[src/rtl/prime_detector_seq.sv]
// Iterative prime tester: classifies trivial operands, then runs a bit-pair square root
// and odd trial division on a shift-subtract divider. Results also drive the display digit.
module prime_detector_seq #(
    parameter int WIDTH = 32
) (
    input  logic             clk,
    input  logic             rst,
    input  logic             start,
    input  logic [WIDTH-1:0] test_number,
    output logic             busy,
    output logic             done,
    output logic             is_prime,
    output logic [WIDTH-1:0] smallest_factor,
    output logic [3:0]       digit,
    output logic             stop_counter
);
    localparam int H  = WIDTH / 2;
    localparam int DW = H + 2;
    localparam int CW = $clog2(WIDTH + 1);
    localparam logic [CW-1:0] SQ_LAST  = CW'(H - 1);
    localparam logic [CW-1:0] DIV_LAST = CW'(WIDTH - 1);

    typedef enum logic [2:0] {
        IDLE, CLASSIFY, SQRT, TEST, DIV, EVAL
    } state_t;

    state_t state, state_next;

    logic [WIDTH-1:0]  n_reg;
    logic [WIDTH-1:0]  sq_shift;
    logic [H+2:0]      sq_rem;
    logic [H-1:0]      root;
    logic [DW-1:0]     d;
    logic [WIDTH:0]    dv_rem;
    logic [WIDTH-1:0]  dv_shift;
    logic [CW-1:0]     cnt;

    logic              fin;
    logic              fin_prime;
    logic [WIDTH-1:0]  fin_factor;

    logic [H+2:0]      sq_shifted;
    logic [H+2:0]      sq_rem_new;
    logic [WIDTH:0]    dv_partial;
    logic [WIDTH:0]    dv_trial;
    logic [WIDTH:0]    dv_rem_new;

    assign busy = (state != IDLE);

    // Non-restoring root step: the sign of the partial remainder picks add or subtract
    // and directly yields the next root bit, so no correction pass is needed.
    always_comb begin
        sq_shifted = {sq_rem[H:0], sq_shift[WIDTH-1:WIDTH-2]};
        if (sq_rem[H+2])
            sq_rem_new = sq_shifted + {1'b0, root, 2'b11};
        else
            sq_rem_new = sq_shifted - {1'b0, root, 2'b01};
        dv_partial = {dv_rem[WIDTH-1:0], dv_shift[WIDTH-1]};
        dv_trial   = dv_partial - {{(WIDTH+1-DW){1'b0}}, d};
        dv_rem_new = dv_trial[WIDTH] ? dv_partial : dv_trial;
    end

    always_comb begin
        state_next = state;
        fin        = 1'b0;
        fin_prime  = 1'b0;
        fin_factor = '0;
        case (state)
            IDLE: begin
                if (start)
                    state_next = CLASSIFY;
            end
            CLASSIFY: begin
                if (n_reg < WIDTH'(2)) begin
                    fin = 1'b1;
                end else if (!n_reg[0]) begin
                    fin        = 1'b1;
                    fin_prime  = (n_reg == WIDTH'(2));
                    fin_factor = WIDTH'(2);
                end else begin
                    state_next = SQRT;
                end
            end
            SQRT: begin
                if (cnt == SQ_LAST)
                    state_next = TEST;
            end
            TEST: begin
                if (d > {2'b00, root}) begin
                    fin        = 1'b1;
                    fin_prime  = 1'b1;
                    fin_factor = n_reg;
                end else begin
                    state_next = DIV;
                end
            end
            DIV: begin
                if (cnt == DIV_LAST)
                    state_next = EVAL;
            end
            EVAL: begin
                if (dv_rem == '0) begin
                    fin                = 1'b1;
                    fin_factor[DW-1:0] = d;
                end else begin
                    state_next = TEST;
                end
            end
            default: state_next = IDLE;
        endcase
        if (fin)
            state_next = IDLE;
    end

    always_ff @(posedge clk) begin
        if (rst) begin
            state           <= IDLE;
            done            <= 1'b0;
            is_prime        <= 1'b0;
            smallest_factor <= '0;
            digit           <= 4'hC;
            stop_counter    <= 1'b0;
            n_reg           <= '0;
            sq_shift        <= '0;
            sq_rem          <= '0;
            root            <= '0;
            d               <= '0;
            dv_rem          <= '0;
            dv_shift        <= '0;
            cnt             <= '0;
        end else begin
            state <= state_next;
            done  <= fin;
            if (fin) begin
                is_prime        <= fin_prime;
                smallest_factor <= fin_factor;
                digit           <= fin_prime ? 4'h1 : 4'h0;
                stop_counter    <= 1'b1;
            end
            case (state)
                IDLE: begin
                    if (start) begin
                        n_reg        <= test_number;
                        stop_counter <= 1'b0;
                        digit        <= 4'hC;
                    end
                end
                CLASSIFY: begin
                    sq_shift <= n_reg;
                    sq_rem   <= '0;
                    root     <= '0;
                    cnt      <= '0;
                    d        <= DW'(3);
                end
                SQRT: begin
                    sq_shift <= {sq_shift[WIDTH-3:0], 2'b00};
                    sq_rem   <= sq_rem_new;
                    root     <= {root[H-2:0], ~sq_rem_new[H+2]};
                    cnt      <= cnt + 1'b1;
                end
                TEST: begin
                    dv_rem   <= '0;
                    dv_shift <= n_reg;
                    cnt      <= '0;
                end
                DIV: begin
                    dv_rem   <= dv_rem_new;
                    dv_shift <= {dv_shift[WIDTH-2:0], 1'b0};
                    cnt      <= cnt + 1'b1;
                end
                EVAL: begin
                    d <= d + DW'(2);
                end
                default: ;
            endcase
        end
    end
endmodule

[config.mk]
export PLATFORM = sky130hd
export DESIGN_NAME = prime_detector_seq
export DESIGN_NICKNAME = d
export VERILOG_FILES = /design/src/rtl/prime_detector_seq.sv
export SDC_FILE = /design/constraint.sdc
export NUM_CORES = 1
export LEC_CHECK = 0
export CAP_MARGIN = 5
export CORE_ASPECT_RATIO = 1.1
export CORE_MARGIN = 3
export CORE_UTILIZATION = 52
export DETAILED_ROUTE_END_ITERATION = 10
export PLACE_DENSITY = 0.71
export SYNTH_ARGS = -nofsm -noshare
export SYNTH_HDL_FRONTEND = slang
export SYNTH_SLANG_ARGS = --single-unit
[constraint.sdc]
create_clock -name clk -period 10.47 [get_ports clk]
set_input_delay 2.094 -clock clk [delete_from_list [all_inputs] [get_ports clk]]
set_output_delay 2.094 -clock clk [all_outputs]
set_load 0.01 [all_outputs]
==> implementation parameters, run 1 <==
Parameter                              Value

Worst setup path
  Capture point of the worst reg-to-reg path    dv_rem[31]
  Startpoint type of the worst setup path    flop
  Number of logic stages on the critical path including buffering    17
  Worst path arrival time    5770 ps
  Largest delay share family, worst path    compound AO/OA/AOI/OAI gates
  Worst Path Required    10920 ps
  R2r startpoint    d[2]
  Number of cell instances on the worst register-to-register path    17
  Category of the critical setup timing path    flop to flop
  Worst path buffer plus inverter count    2
  Critical path, cell by cell    inv_1 -> ha_1 -> nor2b_1 -> o31ai_2 -> a211oi_1 -> o311ai_0 -> a21oi_1 -> o21ai_1 -> nand2_1 -> ha_1 -> inv_1 -> nor2_1 -> o21ai_0 -> nor3_1 -> a21oi_1 -> or4_1 -> nand3b_1
  Max incr delay on CP    750 ps
  Cell with the largest stage delay on the worst path    sky130_fd_sc_hd__ha_1
  Sort of element at the end of the critical path    flop
  Largest fanout of any net on the critical path    19
  Register-to-register path setup slack    5160 ps

STA
  RSZ-0062 raised after global routing    no
  Relative max-transition margin    18.7%
  Max Transition Viols Final    0
  Final setup fails    0
  Slew @ Worst Pin    1210 ps
  Setup TNS Final    0 ps
  Setup Skew    6.95 ps
  Number of hold violations in the final report    0
  Post-route minimum period    5310 ps
  Post-route fraction of the period consumed by the critical path    50.7%
  Highest clock rate    188 MHz

Cells and area
  Highest-count cells in the layout ignoring fill and taps    sky130_fd_sc_hd__dfxtp_1, sky130_fd_sc_hd__nand2_1, sky130_fd_sc_hd__nor2_1, sky130_fd_sc_hd__a21oi_1, sky130_fd_sc_hd__clkdlybuf4s50_1
  Util after Layout    60.7%
  Number of flip-flops in the largest register    33
  Area added between synthesis and finish    14.4%
  # nets final    1560
  Number of inserted diodes    0
  Layout cells sized above 1    6.65%
  Number of inserted filler cells in the final layout    2008
  Most frequent standard cell in the layout excluding fill and tap cells    sky130_fd_sc_hd__dfxtp_1
  Top reg by flops    dv_rem

CTS
  Clock root buffer    sky130_fd_sc_hd__clkbuf_16
  Post-CTS sizing    0
  Clk slew on worst S/H paths    60 ps
  Clock tree from TritonCTS    done
  Level count of the clock H-tree    1
  Number of setup buffers added after CTS    0
  Insertion delay to the later sink of the worst-skew pair    520 ps
  Number of sinks on the clock net    229
  Num CTS Buffers    24
  Maximum number of buffers from clock root to sink    3
  Cts hold-fix bufs    0

Logic synthesis
  Most used flip-flop cell after synthesis    sky130_fd_sc_hd__dfxtp_1
  Proportion of register bits with asynchronous set or reset after synthesis    0%
  Nets in the synthesized netlist    1530
  Register area share after synthesis    39.1%
  Number of distinct library cells after synthesis    66
  EDFF count, synth    0
  Post-synthesis instance area    11700 µm²
  Number of warnings reported in the yosys synthesis log    0
  Number of register bits inferred by synthesis    229
  Synth Instances    1440
  Average size of a mapped cell    8.14 µm²

Global route
  Vias in the first global route    9738
  GRT Residual Overflow    0
  Maximum number of pins on one net before global-route repair    72
  Global-route wire length before repair    49900 µm
  Total routing usage reported by global routing    24.8%
  Initial antenna violation count    0

Flow run
  Maximum Capacitance Violations    0

Pwr
  Standby leakage power    5.01 nW
  Power Density    171 nW/µm²
  Post-layout total power    2.30 mW
  Peak supply drop    0.144 mV

Drt
  Number of DRC violations after detailed routing    0
  Antenna violation net count after detailed routing    0
  Total via count after detailed routing    10400
  Final wirelength    30500 µm
  Routed wirelength normalized by instance count    17.1 µm
  Drt pass-1 iters    5
  Routed vias/inst    5.82
  Detailed Route Iter0 Violations    757

Place
  I/O Buffers    74
  DP HPWL    21400 µm
  Routability congestion estimate    0.919

Die
  Overall die height    163 µm
  Core area    22100 µm²
  Area of the die    24400 µm²
  Effective utilization at floorplan    53.0%
  Boundary pin count    75
  Row cnt    57
  Horiz. Die Dim    149 µm

Hold path
  Endpoint with the worst hold slack    dv_shift[21]
  Number of cells on the worst hold path    2
  Hold Startpoint    dv_shift[21]
  Worst min-delay path category    flop to flop

Outcome
  Status    complete, no violations
==> stage by stage <==
step                instances  cell area (µm²)  worst slack, ps  hold WS (ps)
global route             1783            13400             4730           484
CTS                      1783            13400             5220           460
finish                   1783            13400             5160           461
detailed placement       1739            12600             5270           451
floorplan                1440            11700             6320           432
global placement         1739            12600             5390           443
==> worst min-delay path: stages (launching register included) <==
cell,delay (ps)
sky130_fd_sc_hd__dfxtp_1,310
sky130_fd_sc_hd__nand2_1,50
sky130_fd_sc_hd__a21oi_1,60
==> power breakdown <==
group | internal [mW] | switching, mW | total (mW)
logic | 0.203 | 0.274 | 0.477
registers | 0.915 | 0.0475 | 0.963
clock network | 0.508 | 0.350 | 0.858
==> synth_stat cells (4+ instances only) <==
library cell                instances  area share, %
sky130_fd_sc_hd__nand2b_1          14           0.75
sky130_fd_sc_hd__nor4_1            12           0.64
sky130_fd_sc_hd__or3_1              5           0.27
sky130_fd_sc_hd__inv_1             55            1.8
sky130_fd_sc_hd__dfxtp_1          229             39
sky130_fd_sc_hd__xnor2_1           43            3.2
sky130_fd_sc_hd__nand4_1           11           0.59
sky130_fd_sc_hd__a211oi_2          17            1.8
sky130_fd_sc_hd__a211o_1            4           0.30
sky130_fd_sc_hd__mux2i_1           34            2.9
sky130_fd_sc_hd__a32oi_1            6           0.45
sky130_fd_sc_hd__xor2_1            17            1.3
sky130_fd_sc_hd__mux2_2             4           0.38
sky130_fd_sc_hd__nand3_1           30            1.3
sky130_fd_sc_hd__clkbuf_1          68            2.2
sky130_fd_sc_hd__or2_2              4           0.21
sky130_fd_sc_hd__a21oi_1           96            4.1
sky130_fd_sc_hd__nand2_1          214            6.9
sky130_fd_sc_hd__buf_1             10           0.32
sky130_fd_sc_hd__a22oi_1           15           0.96
sky130_fd_sc_hd__nor2b_1           10           0.53
sky130_fd_sc_hd__nor3_1            34            1.5
sky130_fd_sc_hd__and3_1             6           0.32
sky130_fd_sc_hd__a211oi_1          42            2.7
sky130_fd_sc_hd__a41oi_1            4           0.30
sky130_fd_sc_hd__nor2_1           180            5.8
sky130_fd_sc_hd__a21o_1            12           0.77
sky130_fd_sc_hd__o21ai_0           72            3.1
sky130_fd_sc_hd__o31ai_1            5           0.32
sky130_fd_sc_hd__o21a_1            11           0.70
sky130_fd_sc_hd__and2_1             5           0.27
sky130_fd_sc_hd__a2111oi_0          4           0.30
sky130_fd_sc_hd__a311oi_1          30            2.2
sky130_fd_sc_hd__a22o_1            20            1.5
sky130_fd_sc_hd__buf_2              4           0.17
sky130_fd_sc_hd__a31oi_1            9           0.48
sky130_fd_sc_hd__ha_1              54            5.8
==> how the worst max path moves through the flow <==
stage | from | endpoint
finish | d[2] | dv_rem[31]
global route | d[7] | dv_rem[31]
CTS | d[2] | dv_rem[31]
detailed placement | d[7] | dv_rem[31]
global placement | d[7] | dv_rem[31]
floorplan | d[2] | dv_rem[31]
==> layer usage <==
metal	share of wire [%]	up-vias	global-route usage (%)	wire length, µm
met4	2.4	0	6.87	736
met5	0	-	0	0
met2	48	258	41.8	14500
met3	4.4	50	2.91	1340
met1	45	4917	33.6	13800
li1	-	5146	-	-
==> cells by family after synthesis <==
| group | synth area share, % |
|---|---|
| AOI/OAI and AO/OA | 21.7 |
| xor gates and xnor gates | 4.48 |
| adders and majority gates | 5.93 |
| buffers and inverters | 4.78 |
| DFF | 39.1 |
| muxes | 3.29 |
| and+or+nand+nor | 20.7 |
==> cell type report <==
class | count | area, µm² | area share (%)
flip-flops and latches | 229 | 4580 | 34.2
multi-input cells | 1070 | 6610 | 49.3
well taps | 295 | 369 | 2.75
clock inverters | 9 | 97.6 | 0.727
clock buffers | 35 | 693 | 5.17
repair buffers | 90 | 858 | 6.40
inverters | 55 | 206 | 1.54
(Power assumes the default switching activity.)
==> inputs of run 2 (changes only) <==
--- a/config.mk
+++ b/config.mk
@@ -10,7 +10,7 @@
 export CORE_MARGIN = 3
 export CORE_UTILIZATION = 52
 export DETAILED_ROUTE_END_ITERATION = 10
-export PLACE_DENSITY = 0.71
+export PLACE_DENSITY = 0.74
 export SYNTH_ARGS = -nofsm -noshare
 export SYNTH_HDL_FRONTEND = slang
 export SYNTH_SLANG_ARGS = --single-unit
==> constraint.sdc (replaced) <==
create_clock -name clk -period 4.8 [get_ports clk]
set_input_delay 0.96 -clock clk [delete_from_list [all_inputs] [get_ports clk]]
set_output_delay 0.96 -clock clk [all_outputs]
set_load 0.01 [all_outputs]
==> run 2 against run 1 <==
Compared with the run above:
- routed wire length increased by 0.16%
- count of clock-buffer cells in the layout decreased by 4
- combinational power increased by 120%
- fmax increased by 22%
- total power increased by 120%
- design area increased by 0.73%
- hold slack got worse by 6.0 ps
- worst setup slack got worse by 4700 ps
- sequential power increased by 120%
- cell count about the same
- via count increased by 0.23%
- clock power increased by 130%
==> implementation parameters, run 2 (synthesis gave the netlist of run 1 again) <==
Parameter                              Value

Die
  Overall die height    163 µm (unchanged)
  Row cnt    57 (unchanged)
  Area of the die    24400 µm² (unchanged)
  Core area    22100 µm² (unchanged)
  Effective utilization at floorplan    53.0% (unchanged)
  Boundary pin count    75 (unchanged)
  Horiz. Die Dim    149 µm (unchanged)

STA
  Final setup fails    0 (unchanged)
  Setup Skew    10.9 ps (+3.96 ps)
  Relative max-transition margin    21.7% (+3.0 points)
  Number of hold violations in the final report    0 (unchanged)
  RSZ-0062 raised after global routing    no
  Slew @ Worst Pin    1170 ps (-42.9 ps)
  Max Transition Viols Final    0 (unchanged)
  Hold Slack    455 ps (-6.04 ps)
  Post-route fraction of the period consumed by the critical path    90.5% (+40 points)
  Highest clock rate    230 MHz (+22%)
  Post-route minimum period    4340 ps (-970 ps)
  Setup TNS Final    0 ps (unchanged)

Worst setup path
  Startpoint type of the worst setup path    flop
  Largest fanout of any net on the critical path    7 (-12)
  Category of the critical setup timing path    flop to flop
  Worst path arrival time    4790 ps (-980 ps)
  Sort of element at the end of the critical path    flop
  Worst Path Required    5250 ps (-5670 ps)

Drt
  Routed vias/inst    5.83 (+0.18%)
  Detailed Route Iter0 Violations    738 (-2.5%)
  Routed wirelength normalized by instance count    17.1 µm (+0.10%)
  Final wirelength    30500 µm (+0.16%)
  Number of DRC violations after detailed routing    0 (unchanged)
  Antenna violation net count after detailed routing    0 (unchanged)
  Total via count after detailed routing    10400 (+0.23%)
  Drt pass-1 iters    5 (unchanged)

Pwr
  Standby leakage power    5.05 nW (+0.72%)
  Fraction of power consumed by combinational cells    20.5% (-0.3 points)
  Power Density    381 nW/µm² (+120%)
  Seq pwr share    40.6% (-1.3 points)
  Peak supply drop    0.261 mV (+81%)
  Internal power consumption    3.68 mW (+130%)
  Fraction of power spent switching nets    28.5% (-0.69 points)
  Share of power burned in the clock network    39.0% (+1.7 points)
  Switching power of the nets    1.47 mW (+120%)

Cells and area
  Area added between synthesis and finish    15.3%
  # nets final    1563 (+0.19%)
  Non-filler instance count after layout    1784 (+0.056%)
  Number of flip-flops in the largest register    33 (unchanged)
  Layout cells sized above 1    6.98% (+0.33 points)
  Number of inserted diodes    0 (unchanged)
  Top reg by flops    dv_rem
  Most frequent standard cell in the layout excluding fill and tap cells    sky130_fd_sc_hd__dfxtp_1
  Highest-count cells in the layout ignoring fill and taps    sky130_fd_sc_hd__dfxtp_1, sky130_fd_sc_hd__nand2_1, sky130_fd_sc_hd__nor2_1, sky130_fd_sc_hd__a21oi_1, sky130_fd_sc_hd__clkdlybuf4s50_1

Global route
  Maximum number of pins on one net before global-route repair    110 (+53%)
  Vias in the first global route    9863 (+1.3%)
  Initial antenna violation count    0 (unchanged)
  GRT Residual Overflow    0 (unchanged)
  Total routing usage reported by global routing    24.7% (-0.11 points)
  Global-route wire length before repair    49800 µm (-0.21%)

Place
  DP HPWL    21500 µm (+0.52%)
  Number of placed instances with taps included    1741 (+0.12%)
  I/O Buffers    74 (unchanged)
  Routability congestion estimate    0.930 (+1.1%)

Flow run
  Maximum Capacitance Violations    0 (unchanged)

CTS
  Insertion delay to the later sink of the worst-skew pair    510 ps (about the same)
  Clock root buffer    sky130_fd_sc_hd__clkbuf_16
  Level count of the clock H-tree    1 (unchanged)
  Maximum number of buffers from clock root to sink    3 (unchanged)
  Clk slew on worst S/H paths    60 ps (about the same)
  Num CTS Buffers    25 (+4.2%)
  Cts hold-fix bufs    0 (unchanged)
  Number of sinks on the clock net    229 (unchanged)
  Clock tree from TritonCTS    done

Outcome
  Status    complete, no violations

Hold path
  Worst min-delay path category    flop to flop
==> run 2: cell count changes in the layout (fill, tap and decap cells not counted), sizes merged <==
cell      previous run  this run
bufinv               2         5
clkinvlp             1         3
clkinv               6         4
buf                 17        19
clkbuf              35        31
==> run 2: layout make-up <==
cell class,count,area [µm²]
Inverter,55,206
Tap cell,295,369
Timing Repair Buffer,92,886
Clock inverter,12,196
Multi-Input combinational cell,1070,6620
Fill cell,1966,8590
Clock buffer,31,658
Sequential cell,229,4580
==> run 2: final timing paths <==
check,from,end,slack [ps],cells past startpoint
setup / recovery,d[7],dv_rem[31],460,17
hold / removal,dv_shift[21],dv_shift[21],450,2
setup reg to reg,d[7],dv_rem[31],460,17
hold reg to reg,dv_shift[21],dv_shift[21],450,2
==> run 2: power groups by stage <==
stage	Combinational [mW]	Sequential (mW)	Clock [mW]
2_1_floorplan	0.791	2.10	0
3_3_place_gp	1.03	2.13	0
3_5_place_dp	1.04	2.13	0
4_1_cts	1.05	2.09	2.04
5_1_grt	1.18	2.10	2.12
6_report	1.05	2.09	2.01
==> run 2: layer usage <==
| layer | vias to the layer above | GRT usage, % | wire, µm |
|---|---|---|---|
| li1 | 5156 | - | - |
| met5 | - | 0 | 0 |
| met4 | 0 | 7.45 | 775 |
| met2 | 247 | 42.0 | 14600 |
| met3 | 56 | 2.89 | 1400 |
| met1 | 4936 | 32.8 | 13700 |
==> run 2: what timing repair did <==
action                                  4_1_cts  5_1_grt
setup buffers                                 0        0
endpoints found under the setup margin        0        2
gates resized for setup                       0        1
==> run 2: worst max-delay path: stages, from the launching register on <==
cell	delay (ps)
sky130_fd_sc_hd__dfxtp_1	400
sky130_fd_sc_hd__inv_1	110
sky130_fd_sc_hd__ha_1	380
sky130_fd_sc_hd__a21o_1	220
sky130_fd_sc_hd__a31oi_1	210
sky130_fd_sc_hd__o22ai_1	170
sky130_fd_sc_hd__o311ai_0	520
sky130_fd_sc_hd__a21oi_1	190
sky130_fd_sc_hd__o21ai_2	280
sky130_fd_sc_hd__nand2_1	90
sky130_fd_sc_hd__ha_1	340
sky130_fd_sc_hd__inv_1	70
sky130_fd_sc_hd__nor2_1	260
sky130_fd_sc_hd__o21ai_0	180
sky130_fd_sc_hd__nor3_1	150
sky130_fd_sc_hd__a21oi_1	180
sky130_fd_sc_hd__or4_1	440
sky130_fd_sc_hd__nand3b_1	90
==> run 2: stage by stage <==
step / power, mW / utilization [%] / setup WS (ps) / area [µm²]
2_1_floorplan: 2.89 / - / 654 / 11700
3_3_place_gp: 3.16 / 57.3 / 579 / 12700
3_5_place_dp: 3.17 / 57.3 / 426 / 12700
4_1_cts: 5.18 / 61.1 / 398 / 13500
5_1_grt: 5.40 / 61.1 / 26.1 / 13500
6_report: 5.15 / 61.1 / 458 / 13500
==> inputs of run 3 (changes only) <==
--- a/config.mk
+++ b/config.mk
@@ -9,8 +9,10 @@
 export CORE_ASPECT_RATIO = 1.1
 export CORE_MARGIN = 3
 export CORE_UTILIZATION = 52
+export CTS_BUF_LIST = sky130_fd_sc_hd__clkbuf_2
 export DETAILED_ROUTE_END_ITERATION = 10
 export PLACE_DENSITY = 0.74
 export SYNTH_ARGS = -nofsm -noshare
 export SYNTH_HDL_FRONTEND = slang
 export SYNTH_SLANG_ARGS = --single-unit
+export TNS_END_PERCENT = 5
==> run 3 against run 2 <==
Compared with the run above:
- sequential share of layout area increased by 0.90 points
- hold slack got worse by 52 ps
- count of clock-buffer cells in the layout increased by 51
- register-to-register slack about the same
- highest routed layer unchanged
- die area unchanged
- routed wire length up 1.6%
==> implementation parameters, run 3 (synthesis gave the netlist of run 1 again) <==
Parameter                              Value

Outcome
  Status    complete, no violations

STA
  Slew @ Worst Pin    1190 ps (+15.4 ps)
  Post-route fraction of the period consumed by the critical path    90.7% (+0.27 points)
  Number of hold violations in the final report    0 (unchanged)
  Final setup fails    0 (unchanged)
  Max Transition Viols Final    0 (unchanged)
  Post-route minimum period    4350 ps (+13.0 ps)
  Setup TNS Final    0 ps (unchanged)
  Highest clock rate    230 MHz (-0.30%)
  Relative max-transition margin    20.6% (-1.0 points)
  Setup Skew    119 ps (+108 ps)
  RSZ-0062 raised after global routing    no

Worst setup path
  Worst path buffer plus inverter count    2 (unchanged)
  Register-to-register path setup slack    450 ps (about the same)
  Largest delay share family, worst path    simple AND/OR/NAND/NOR gates
  Capture point of the worst reg-to-reg path    dv_rem[31]
  Category of the critical setup timing path    flop to flop
  Cell with the largest stage delay on the worst path    sky130_fd_sc_hd__or3b_2
  Largest fanout of any net on the critical path    7 (unchanged)
  Startpoint type of the worst setup path    flop
  Max incr delay on CP    450 ps (-70 ps)
  Worst Path Required    5540 ps (+290 ps)
  Number of cell instances on the worst register-to-register path    17 (unchanged)
  Sort of element at the end of the critical path    flop
  Worst path arrival time    5100 ps (+310 ps)
  Critical path, cell by cell    inv_1 -> ha_1 -> and3_1 -> or3b_2 -> a211oi_1 -> o311ai_1 -> a21oi_1 -> o21ai_2 -> nand2_1 -> ha_1 -> inv_1 -> nor2_1 -> o21ai_0 -> nor3_1 -> a21oi_1 -> or4_1 -> nand3b_1
  R2r startpoint    d[7]

Drt
  Number of DRC violations after detailed routing    0 (unchanged)
  Drt pass-1 iters    6 (+1)
  Detailed Route Iter0 Violations    755 (+2.3%)
  Routed wirelength normalized by instance count    16.8 µm (-1.7%)
  Antenna violation net count after detailed routing    0 (unchanged)
  Final wirelength    31000 µm (+1.6%)
  Routed vias/inst    5.79 (-0.69%)
  Total via count after detailed routing    10700 (+2.6%)

Global route
  Total routing usage reported by global routing    25.1% (+0.41 points)
  Initial antenna violation count    1 (+1)
  GRT Residual Overflow    0 (unchanged)
  Maximum number of pins on one net before global-route repair    110 (unchanged)
  Vias in the first global route    10000 (+1.8%)
  Global-route wire length before repair    50400 µm (+1.2%)

Place
  I/O Buffers    74 (unchanged)
  Routability congestion estimate    0.930 (unchanged)
  DP HPWL    21500 µm (unchanged)
  Area of placed instances    12700 µm² (unchanged)

Cells and area
  Most frequent standard cell in the layout excluding fill and tap cells    sky130_fd_sc_hd__dfxtp_1
  Area added between synthesis and finish    12.3%
  # nets final    1594 (+2.0%)
  Final Instance Area    13200 µm² (-2.6%)
  Layout cells sized above 1    9.83% (+2.8 points)
  Number of flip-flops in the largest register    33 (unchanged)
  Number of inserted filler cells in the final layout    2034 (+3.5%)
  Highest-count cells in the layout ignoring fill and taps    sky130_fd_sc_hd__dfxtp_1, sky130_fd_sc_hd__nand2_1, sky130_fd_sc_hd__nor2_1, sky130_fd_sc_hd__a21oi_1, sky130_fd_sc_hd__clkbuf_2
  Top reg by flops    dv_rem

CTS
  Cts hold-fix bufs    0 (unchanged)
  Number of sinks on the clock net    229 (unchanged)
  Clock tree from TritonCTS    done
  Maximum number of buffers from clock root to sink    3 (unchanged)
  Clock root buffer    sky130_fd_sc_hd__clkbuf_2
  Level count of the clock H-tree    2 (+1)
  Clk slew on worst S/H paths    120 ps (+60 ps)
  Num CTS Buffers    56 (+120%)
  Insertion delay to the later sink of the worst-skew pair    890 ps (+380 ps)

Flow run
  Maximum Capacitance Violations    0 (unchanged)

Pwr
  Seq pwr share    47.2% (+6.6 points)
  Fraction of power spent switching nets    34.2% (+5.7 points)
  Standby leakage power    5.02 nW (-0.50%)
  Fraction of power consumed by combinational cells    23.9% (+3.4 points)
  Power Density    336 nW/µm² (-12%)
  Internal power consumption    2.91 mW (-21%)
  Share of power burned in the clock network    28.9% (-10 points)
  Switching power of the nets    1.52 mW (+3.2%)
  Peak supply drop    0.232 mV (-11%)

Die
  Effective utilization at floorplan    53.0% (unchanged)
  Row cnt    57 (unchanged)
  Horiz. Die Dim    149 µm (unchanged)
  Area of the die    24400 µm² (unchanged)
  Core area    22100 µm² (unchanged)
  Boundary pin count    75 (unchanged)
  Overall die height    163 µm (unchanged)

Hold path
  Worst min-delay path category    flop to flop
  Endpoint with the worst hold slack    dv_shift[29]
  Number of cells on the worst hold path    2 (unchanged)
  Hold Startpoint    dv_shift[28]
[run 3: worst min-delay path, stage by stage (launching register included)]
cell and delay [ps]:
sky130_fd_sc_hd__dfxtp_1 320, sky130_fd_sc_hd__nor2_1 110, sky130_fd_sc_hd__a311oi_1 60
[run 3: repair_timing]
action                     CTS  global route
setup endpoints to repair    0             4
setup buffers                0             0
gates resized for setup      0             2
[run 3: worst max-delay path by stage]
stage / startpoint / to / slack [ps] / cells after the start
floorplan: d[2] / dv_rem[31] / 650 / 18
global placement: d[7] / dv_rem[31] / 580 / 17
detailed placement: d[2] / dv_rem[31] / 430 / 17
CTS: d[2] / dv_rem[31] / 280 / 17
global route: d[8] / dv_rem[31] / 10 / 17
finish: d[7] / dv_rem[31] / 450 / 17
[run 3: cell type report]
class / instances / area [µm²] / area share, %
Clock inverter: 18 / 91.3 / 0.694
Tap cell: 295 / 369 / 2.80
Timing Repair Buffer: 92 / 886 / 6.73
Sequential cell: 229 / 4580 / 34.8
Antenna cell: 2 / 5.00 / 0.0380
Multi-Input combinational cell: 1070 / 6620 / 50.2
Clock buffer: 82 / 410 / 3.12
Inverter: 55 / 206 / 1.57
[run 3: metrics by stage]
stage	power, mW	instances	util (%)	worst slack [ps]	hold slack, ps
after floorplan	2.89	1440	-	654	432
after global routing	4.69	1843	59.6	13.2	448
after global placement	3.16	1741	57.3	579	442
after CTS	4.45	1841	59.5	282	397
after detailed placement	3.17	1741	57.3	426	448
final	4.43	1843	59.6	445	403
[run 3: power by group through the flow]
| stage | clock (mW) | sequential, mW | combinational, mW |
|---|---|---|---|
| 2_1_floorplan | 0 | 2.10 | 0.791 |
| 3_3_place_gp | 0 | 2.13 | 1.03 |
| 3_5_place_dp | 0 | 2.13 | 1.04 |
| 4_1_cts | 1.31 | 2.09 | 1.05 |
| 5_1_grt | 1.41 | 2.10 | 1.18 |
| 6_report | 1.28 | 2.09 | 1.06 |
[run 3: routing by layer]
| layer | part of all wire, % | track usage [%] | up-vias |
|---|---|---|---|
| met3 | 4.2 | 3.83 | 66 |
| met5 | 0 | 0 | - |
| li1 | - | - | 5251 |
| met1 | 45 | 32.2 | 5061 |
| met2 | 48 | 42.7 | 287 |
| met4 | 2.7 | 9.03 | 0 |
